[src/rtl/swreg_commit_ctrl.sv]
// OPB slave with staging/active software register pairs. A COMMIT write arms a
// one-cycle copy of every staging word into the active bank on the next user_sync.
module swreg_commit_ctrl #(
    parameter logic [31:0] C_BASEADDR   = 32'h01001200,
    parameter logic [31:0] C_HIGHADDR   = 32'h010012FF,
    parameter int          C_NUM_REGS   = 4,
    parameter int          C_OPB_AWIDTH = 32,
    parameter int          C_OPB_DWIDTH = 32
) (
    input  logic                        OPB_Clk,
    input  logic                        OPB_Rst_n,
    input  logic [0:C_OPB_AWIDTH-1]     OPB_ABus,
    input  logic [0:C_OPB_DWIDTH/8-1]   OPB_BE,
    input  logic [0:C_OPB_DWIDTH-1]     OPB_DBus,
    input  logic                        OPB_RNW,
    input  logic                        OPB_select,
    input  logic                        OPB_seqAddr,
    output logic [0:C_OPB_DWIDTH-1]     Sl_DBus,
    output logic                        Sl_errAck,
    output logic                        Sl_retry,
    output logic                        Sl_toutSup,
    output logic                        Sl_xferAck,
    output logic [C_NUM_REGS*32-1:0]    user_data_out,
    output logic                        user_update,
    input  logic                        user_sync,
    output logic                        commit_pending
);
    typedef enum logic [1:0] {IDLE, PEND, APPLY} state_t;

    state_t                       state;
    logic [31:0]                  addr, wdata, offset, rdata;
    logic [3:0]                   be;
    logic                         hit, acc, wr, rd, ack_done;
    logic                         ctrl_wr, do_commit, do_abort, do_clr;
    logic [C_NUM_REGS-1:0][31:0]  stage, active;
    logic [15:0]                  commit_cnt;
    logic                         overrun;
    logic [2:0]                   active_sel;
    logic                         unused;

    // Big-endian OPB vectors land here with bit 0 as MSB, so be[i] covers wdata[8i+7:8i].
    assign addr   = OPB_ABus;
    assign wdata  = OPB_DBus;
    assign be     = OPB_BE;
    assign offset = addr - C_BASEADDR;
    assign unused = OPB_seqAddr;

    assign hit = OPB_select && (addr >= C_BASEADDR) && (addr <= C_HIGHADDR);
    assign acc = hit && !ack_done;
    assign wr  = acc && !OPB_RNW;
    assign rd  = acc && OPB_RNW;

    assign ctrl_wr   = wr && (offset == 32'h40);
    assign do_abort  = ctrl_wr && wdata[1];
    assign do_commit = ctrl_wr && wdata[0] && !wdata[1];
    assign do_clr    = ctrl_wr && wdata[2];

    assign Sl_errAck     = 1'b0;
    assign Sl_retry      = 1'b0;
    assign Sl_toutSup    = 1'b0;
    assign user_data_out = active;

    always_comb begin
        rdata = '0;
        for (int k = 0; k < C_NUM_REGS; k++)
            if (offset == 32'(4 * k)) rdata = stage[k];
        if (offset == 32'h40) rdata = {commit_cnt, 14'd0, overrun, commit_pending};
        if (offset == 32'h44) rdata = {29'd0, active_sel};
        if (offset == 32'h48)
            for (int k = 0; k < C_NUM_REGS; k++)
                if (active_sel == 3'(k)) rdata = active[k];
    end

    always_ff @(posedge OPB_Clk or negedge OPB_Rst_n) begin
        if (!OPB_Rst_n) begin
            Sl_xferAck <= 1'b0;
            Sl_DBus    <= '0;
            ack_done   <= 1'b0;
            active_sel <= '0;
        end else begin
            Sl_xferAck <= acc;
            Sl_DBus    <= rd ? rdata : '0;
            // One ack per select assertion; re-arm only once the master drops select.
            if (!OPB_select) ack_done <= 1'b0;
            else if (acc)    ack_done <= 1'b1;
            if (wr && offset == 32'h44) active_sel <= wdata[2:0];
        end
    end

    always_ff @(posedge OPB_Clk or negedge OPB_Rst_n) begin
        if (!OPB_Rst_n) begin
            stage <= '0;
        end else begin
            for (int k = 0; k < C_NUM_REGS; k++)
                for (int b = 0; b < 4; b++)
                    if (wr && offset == 32'(4 * k) && be[b])
                        stage[k][8*b +: 8] <= wdata[8*b +: 8];
        end
    end

    always_ff @(posedge OPB_Clk or negedge OPB_Rst_n) begin
        if (!OPB_Rst_n) begin
            state          <= IDLE;
            active         <= '0;
            commit_cnt     <= '0;
            overrun        <= 1'b0;
            user_update    <= 1'b0;
            commit_pending <= 1'b0;
        end else begin
            user_update <= 1'b0;
            if (do_clr) overrun <= 1'b0;
            case (state)
                IDLE: if (do_commit) begin
                    state          <= PEND;
                    commit_pending <= 1'b1;
                end
                PEND: if (do_abort) begin
                    state          <= IDLE;
                    commit_pending <= 1'b0;
                end else begin
                    if (do_commit) overrun <= 1'b1;
                    // Nonblocking copy: a STAGE write on this same edge stays staged.
                    if (user_sync) begin
                        state       <= APPLY;
                        active      <= stage;
                        user_update <= 1'b1;
                        commit_cnt  <= commit_cnt + 16'd1;
                    end
                end
                APPLY: begin
                    if (do_commit) overrun <= 1'b1;
                    state          <= IDLE;
                    commit_pending <= 1'b0;
                end
                default: state <= IDLE;
            endcase
        end
    end
endmodule

[config.mk]
export PLATFORM = sky130hd
export DESIGN_NAME = swreg_commit_ctrl
export DESIGN_NICKNAME = d
export VERILOG_FILES = /design/src/rtl/swreg_commit_ctrl.sv
export SDC_FILE = /design/constraint.sdc
export NUM_CORES = 1
export LEC_CHECK = 0
export BUFFER_PORTS_ARGS = -buffer_cell sky130_fd_sc_hd__buf_2
export CAP_MARGIN = 15
export CORE_UTILIZATION = 57
export DETAILED_ROUTE_END_ITERATION = 12
export PLACE_DENSITY = 0.88
export SYNTH_ARGS = -nofsm -noshare
export SYNTH_HDL_FRONTEND = slang
export SYNTH_SLANG_ARGS = --single-unit
export TNS_END_PERCENT = 30
[constraint.sdc]
create_clock -name OPB_Clk -period 2.35 [get_ports OPB_Clk]
set_input_delay 0.3525 -clock OPB_Clk [delete_from_list [all_inputs] [get_ports OPB_Clk]]
set_output_delay 0.3525 -clock OPB_Clk [all_outputs]
set_load 0.01 [all_outputs]
==> out/qor.txt, run 1 <==
number of global-route vias before repair: 12,600
simple-gate portion of the synthesized area: 0.197
synth warn: 0
Post-synth top cells: nand2_1, dfrtp_1, mux2_2, clkbuf_1, a22oi_1
ranking of synthesized cells by area: dfrtp_1, nand2_1, mux2_2
PwrDens: 609 mW/mm^2
Clk pin slew, worst setup/hold paths: 0.06 ns
post-layout min period: 2.20 ns
XOR/XNOR share of the synthesized area: 0.00945
DR WL/cell: 21.1 um
RSZ-0062 raised after global routing: false
post-DP HPWL: 29,100 um
clock tree root buffer cell: clkbuf_16
Crit. End Element: register
top-count cell post-synth: nand2_1
Core Region: 0.0253 mm^2
IO Port Bufs: 235
max-cap violations: 0
1st-iter DRT viols: 1,163
largest family of logic cells by synthesized area: simple AND/OR/NAND/NOR gates
hold path start: OPB_select
mapped cell area: 0.0148 mm^2
global-route wire length before repair: 66,700 um
fmax: 0.455 GHz
# rows: 58
initial antenna violation count: 5
Fin. Hold Viols: 0
CTS H-tree depth: 1
Layout Skew: 0.0151 ns
Synth Area per Inst: 10.6 um^2
initial core utilization: 0.586
Layout area overhead: 21.6%
status: finished, final reports clean
EDFF count, synth: 0
die height: 163 um
routability congestion estimate: 0.872
Sinks on Clock Net: 314
Cell variety after synth: 64
Die X: 163 um
GRT overflow: 0
Max Buffers Root-to-Sink: 3
post-CTS resize count: 0
R2R Path Start: ack_done
CP startpoint: ack_done
routed vias/inst: 6.14
DR pass1 iterations: 5
dpl cells: 1,972
Post-Layout Inst Area: 0.0180 mm^2
Top-Level Pins: 240
DRC: 0
slew margin rel.: 0.415
layout cells sized above 1: 0.321
Max VDD drop: 494 uV
CP Class: reg2reg
largest net degree at the start of global routing: 69
Top FF cell, synth: dfrtp_1
Slew @ Worst Pin: 0.877 ns
Tcrit/Tclk final: 0.935
Critical Path Source Type: register
critical path arrival: 2.64 ns
Synth Area in Compound Gates: 0.0782
critical path data required time: 2.79 ns
placed instance area: 0.0170 mm^2
die area: 0.0267 mm^2
HP Class: in2reg
Routed Antenna Nets: 0
proportion of netlist area held by the largest area contributor: 0.530
GRT Total Usage: 0.323
Synth Area in Adders: 0.00506
Final Max Tran Viols: 0
Final Routed Wirelength: 42,800 um
total CTS buffers: 31
Mapped Cells: 1,405
mux contribution to synthesized area: 0.150
leakage power: 9.65 nW
CTS tree: yes
leading area contributor after synthesis: dfrtp_1
register area share after synthesis: 0.530
Finished Layout Cells: 2,026
#FFs+latches synth: 314
final setup violation count: 0
nets@finish: 1,756
clk_lat worst skew: 0.56 ns
via count: 12,400
Worst Path Max Fanout: 4
Async S/R FF share, synth: 1.00
## metal layers
layer,wire (um),global-route usage,vias up
met2,20500,0.518,754
met5,8,0,-
li1,-,-,5420
met4,1700,0.149,2
met1,16400,0.421,6127
met3,4250,0.0693,145
## layout make-up
| class | count | area [um^2] |
|---|---|---|
| flip-flops and latches | 314 | 7860 |
| fillers | 1680 | 7290 |
| multi-input cells | 990 | 6590 |
| repair buffers | 323 | 2100 |
| clock buffers | 44 | 865 |
| well taps | 330 | 413 |
| clock inverters | 5 | 125 |
| inverters | 16 | 75.1 |
| diodes | 4 | 10.0 |
## logic make-up (layout without fill, tap and decap cells)
group,Yosys count,in the layout
adder cells (fa/ha/maj),6,6
other,1,7
buffers and inverters,103,388
AND/OR/NAND/NOR,613,613
AO/OA/AOI/OAI,168,168
multiplexers,184,184
XOR/XNOR,16,16
flip-flops,314,314
## report_power, final
part	switching (W)	total [W]	internal, W
clock	0.00200	0.00495	0.00295
sequential	0.0000355	0.00547	0.00543
combinational	0.000361	0.000571	0.000210
## flip-flops by register name, summed over array words and instances (netlist names)
name,flops
stage,128
user_data_out,128
Sl_DBus,32
commit_cnt,16
active_sel,3
state,2
Sl_xferAck,1
ack_done,1
commit_pending,1
overrun,1
user_update,1
## repair_timing
item | 4_1_cts | 5_1_grt
buffers inserted | 0 | 0
hold buffers | 1 | 0
hold endpoints to repair | 60 | 0
setup endpoints to repair | 0 | 0
## cells in the final DEF (no fill, tap or decap), types with 8 or more instances in the layout
master / netlist / routed
nand4_4: 12 / 12
a221o_1: 16 / 16
inv_1: 15 / 13
buf_12: 0 / 20
dfrtp_1: 314 / 312
mux4_2: 17 / 17
nand3_1: 8 / 8
buf_2: 32 / 234
buf_4: 5 / 67
mux2_2: 132 / 130
xnor2_1: 13 / 13
nor2_1: 19 / 18
nor2b_1: 8 / 8
nand2b_1: 35 / 35
or3_1: 14 / 14
o22ai_1: 27 / 27
mux2i_1: 35 / 35
nand4_1: 16 / 16
clkbuf_16: 0 / 31
a22oi_1: 44 / 44
o21ai_0: 40 / 40
and3_1: 34 / 34
clkbuf_1: 45 / 9
a31oi_1: 14 / 14
nand2_1: 433 / 432
## final timing paths
| kind | cells after the start | slack, ns | endpoint |
|---|---|---|---|
| setup / recovery | 8 | 0.15 | Sl_DBus[1] |
| hold reg to reg | 1 | 0.48 | commit_cnt[15] |
| max in group asynchronous | 3 | 1.25 | stage[79] |
| setup reg to reg | 8 | 0.15 | Sl_DBus[1] |
| min in group asynchronous | 2 | 0.36 | stage[107] |
| hold / removal | 3 | 0.04 | ack_done |
## per-stage QoR
| step | utilization | worst slack, ns | power, W | setup TNS, ns | hold WS (ns) |
|---|---|---|---|---|---|
| 2_1_floorplan | - | -0.0928 | 0.00578 | -0.453 | 0.0569 |
| 3_3_place_gp | 0.672 | -0.285 | 0.00611 | -73.01 | 0.360 |
| 3_5_place_dp | 0.672 | -0.358 | 0.00613 | -91.82 | 0.366 |
| 4_1_cts | 0.712 | 0.175 | 0.0110 | 0 | 0.0361 |
| 5_1_grt | 0.712 | 0.0509 | 0.0113 | 0 | 0.0442 |
| 6_report | 0.712 | 0.153 | 0.0110 | 0 | 0.0365 |
## worst max-delay path, stage by stage (launching register included)
cell and delay [ns]:
dfrtp_1 0.43, nor3b_1 0.24, and4_1 0.24, nor2b_1 0.30
nand2_1 0.15, buf_4 0.15, a21oi_1 0.12, buf_4 0.17
a21boi_0 0.28
No activity file was read; power rests on OpenSTA's default activity.
==> run 2, diff against run 1 <==
--- a/config.mk
+++ b/config.mk
@@ -9,7 +9,7 @@
 export CAP_MARGIN = 15
 export CORE_UTILIZATION = 57
 export DETAILED_ROUTE_END_ITERATION = 12
-export PLACE_DENSITY = 0.88
+export PLACE_DENSITY_LB_ADDON = 0.1
 export SYNTH_ARGS = -nofsm -noshare
 export SYNTH_HDL_FRONTEND = slang
 export SYNTH_SLANG_ARGS = --single-unit
==> run 2 against run 1 <==
Compared with the run above: clock skew is 0.0011 ns lower; non-clock buffer count is 14 higher; critical path depth rose by 5; global-route usage fell by 0.41 points; critical path type is now in2reg; total power up 5.3%; largest cell class unchanged.
==> out/qor.txt, run 2 (synthesized netlist as in run 1, its figures left out) <==
status: finished, final reports clean (unchanged)
global-route wire length before repair: 65,100 um (was 66,700 um)
RSZ-0062 raised after global routing: false (unchanged)
routed vias/inst: 5.87 (was 6.14)
Fill cells: 1,845 (was 1,680)
Final Routed Wirelength: 41,600 um (was 42,800 um)
IO Port Bufs: 235 (unchanged)
GRT overflow: 0 (unchanged)
leakage power: 9.82 nW (was 9.65 nW)
post-layout min period: 2.19 ns (was 2.20 ns)
total CTS buffers: 35 (was 31)
PnR worst setup slack: 0.160 ns (was 0.153 ns)
Clk pin slew, worst setup/hold paths: 0.06 ns (about the same)
DR pass1 iterations: 5 (unchanged)
Routed Antenna Nets: 0 (unchanged)
post-layout util: 0.723 (was 0.712)
via count: 12,000 (was 12,400)
clock tree root buffer cell: clkbuf_16 (unchanged)
DR WL/cell: 20.3 um (was 21.1 um)
CP Class: in2reg (was reg2reg)
worst stage delay on the critical path: 0.45 ns (was 0.43 ns)
post-DP HPWL: 28,000 um (was 29,100 um)
die area: 0.0267 mm^2 (unchanged)
Crit. End Element: register (unchanged)
Worst Path Max Fanout: 11 (was 4)
postcts setup bufs: 0 (unchanged)
leading cell types in the layout, fill and taps excluded: nand2_1, dfrtp_1, buf_2, mux2_2, buf_4 (unchanged)
final setup violation count: 0 (unchanged)
Setup TNS: 0 ns (unchanged)
CTS H-tree depth: 2 (was 1)
GRT Total Usage: 0.319 (was 0.323)
1st-iter DRT viols: 987 (was 1,163)
Fin. Hold Viols: 0 (unchanged)
fmax: 0.457 GHz (was 0.455 GHz)
CTS tree: yes (unchanged)
layout cells sized above 1: 0.333 (was 0.321)
Max Buffers Root-to-Sink: 3 (unchanged)
critical path's most frequent cell: buf_4 (unchanged)
# rows: 58 (unchanged)
number of global-route vias before repair: 11,700 (was 12,600)
Critical Path Source Type: primary input (was register)
nets@finish: 1,774 (was 1,756)
largest net degree at the start of global routing: 73 (was 69)
Die X: 163 um (unchanged)
Layout Skew: 0.0140 ns (was 0.0151 ns)
initial core utilization: 0.586 (unchanged)
max-cap violations: 0 (unchanged)
critical path cell sequence: buf_2, inv_6, ha_4, nand4bb_1, or3_1, buf_4, buf_4, nor3_2, a211o_4, inv_4, buf_4, nand4_1, xnor2_1 (was nor3b_1, and4_1, nor2b_1, nand2_1, buf_4, a21oi_1, buf_4, a21boi_0)
commonest non-fill, non-tap cell in the layout: nand2_1 (unchanged)
Top-Level Pins: 240 (unchanged)
Max VDD drop: 523 uV (was 494 uV)
routability congestion estimate: 0.898 (was 0.872)
Final Max Tran Viols: 0 (unchanged)
Layout area overhead: 23.5% (was 21.6%)
slew margin rel.: 0.433 (was 0.415)
DRC: 0 (unchanged)
HP Class: in2reg (unchanged)
Core Region: 0.0253 mm^2 (unchanged)
Finished Layout Cells: 2,050 (was 2,026)
placed instance area: 0.0171 mm^2 (was 0.0170 mm^2)
dpl cells: 1,986 (was 1,972)
Tcrit/Tclk final: 0.932 (was 0.935)
Slowest cell on crit path: or3_1 (was dfrtp_1)
critical path data required time: 2.78 ns (was 2.79 ns)
die height: 163 um (unchanged)
clk_lat worst skew: 0.51 ns (was 0.56 ns)
PwrDens: 632 mW/mm^2 (was 609 mW/mm^2)
initial antenna violation count: 4 (was 5)
sequential cell area: 0.00786 mm^2 (unchanged)
Slew @ Worst Pin: 0.850 ns (was 0.877 ns)
critical path arrival: 2.62 ns (was 2.64 ns)
Post-Layout Inst Area: 0.0183 mm^2 (was 0.0180 mm^2)
Place WS: -0.337 ns (was -0.358 ns)
area occupied by multi-input gates: 0.00659 mm^2 (unchanged)
Sinks on Clock Net: 314 (unchanged)
run 2: cell count changes in the layout (fill, tap and decap cells not counted), moves of 2 or more:
cell / before / now
clkbuf_16: 31 / 36
clkbuf_1: 9 / 5
bufinv_16: 4 / 2
clkbuf_8: 4 / 11
clkinv_2: 1 / 4
buf_4: 67 / 82
run 2: stage by stage:
step | hold slack, ns | power (W)
6_report | 0.0937 | 0.0116
3_5_place_dp | 0.320 | 0.00613
4_1_cts | 0.0897 | 0.0116
2_1_floorplan | 0.0569 | 0.00578
5_1_grt | 0.105 | 0.0119
3_3_place_gp | 0.315 | 0.00612
run 2: worst paths after layout:
kind,slack (ns),startpoint,to,cells past startpoint
worst max-delay path,0.16,OPB_ABus[22],commit_cnt[12],13
worst min-delay path,0.09,OPB_select,ack_done,3
worst max register to register,0.19,ack_done,Sl_DBus[25],8
worst min register to register,0.48,stage[65],user_data_out[65],2
max in group asynchronous,1.18,OPB_Rst_n,user_data_out[20],3
min in group asynchronous,0.38,OPB_Rst_n,stage[5],2
run 2: area by class of cell:
cell class              instances  share of cell area
flip-flops and latches        314               0.429
multi-input cells             990               0.360
repair buffers                337               0.120
clock buffers                  52              0.0585
well taps                     330              0.0225
clock inverters                 8             0.00574
inverters                      16             0.00410
diodes                          3            0.000410
run 2: worst max-delay path: cells and delay by family:
| kind | cells | cell delay (ns) |
|---|---|---|
| simple gates | 4 | 0.89 |
| fa+ha+maj | 1 | 0.24 |
| compound gates | 1 | 0.23 |
| buf+inv | 6 | 0.74 |
| xor+xnor | 1 | 0.13 |
run 2: per-layer routing:
metal,vias to the layer above,global-route usage,routed length (um)
met5,-,0,11
met4,2,0.0977,901
met3,70,0.0566,3320
met2,537,0.485,19300
met1,5951,0.467,18100
li1,5474,-,-
run 2: repair_timing:
item,CTS,global route
gates resized for setup,0,0
hold buffers,1,0
hold endpoints to repair,52,0
run 2: power breakdown:
group	switching [W]	internal, W
Sequential	0.0000323	0.00543
Combinational	0.000364	0.000209
Clock	0.00216	0.00337
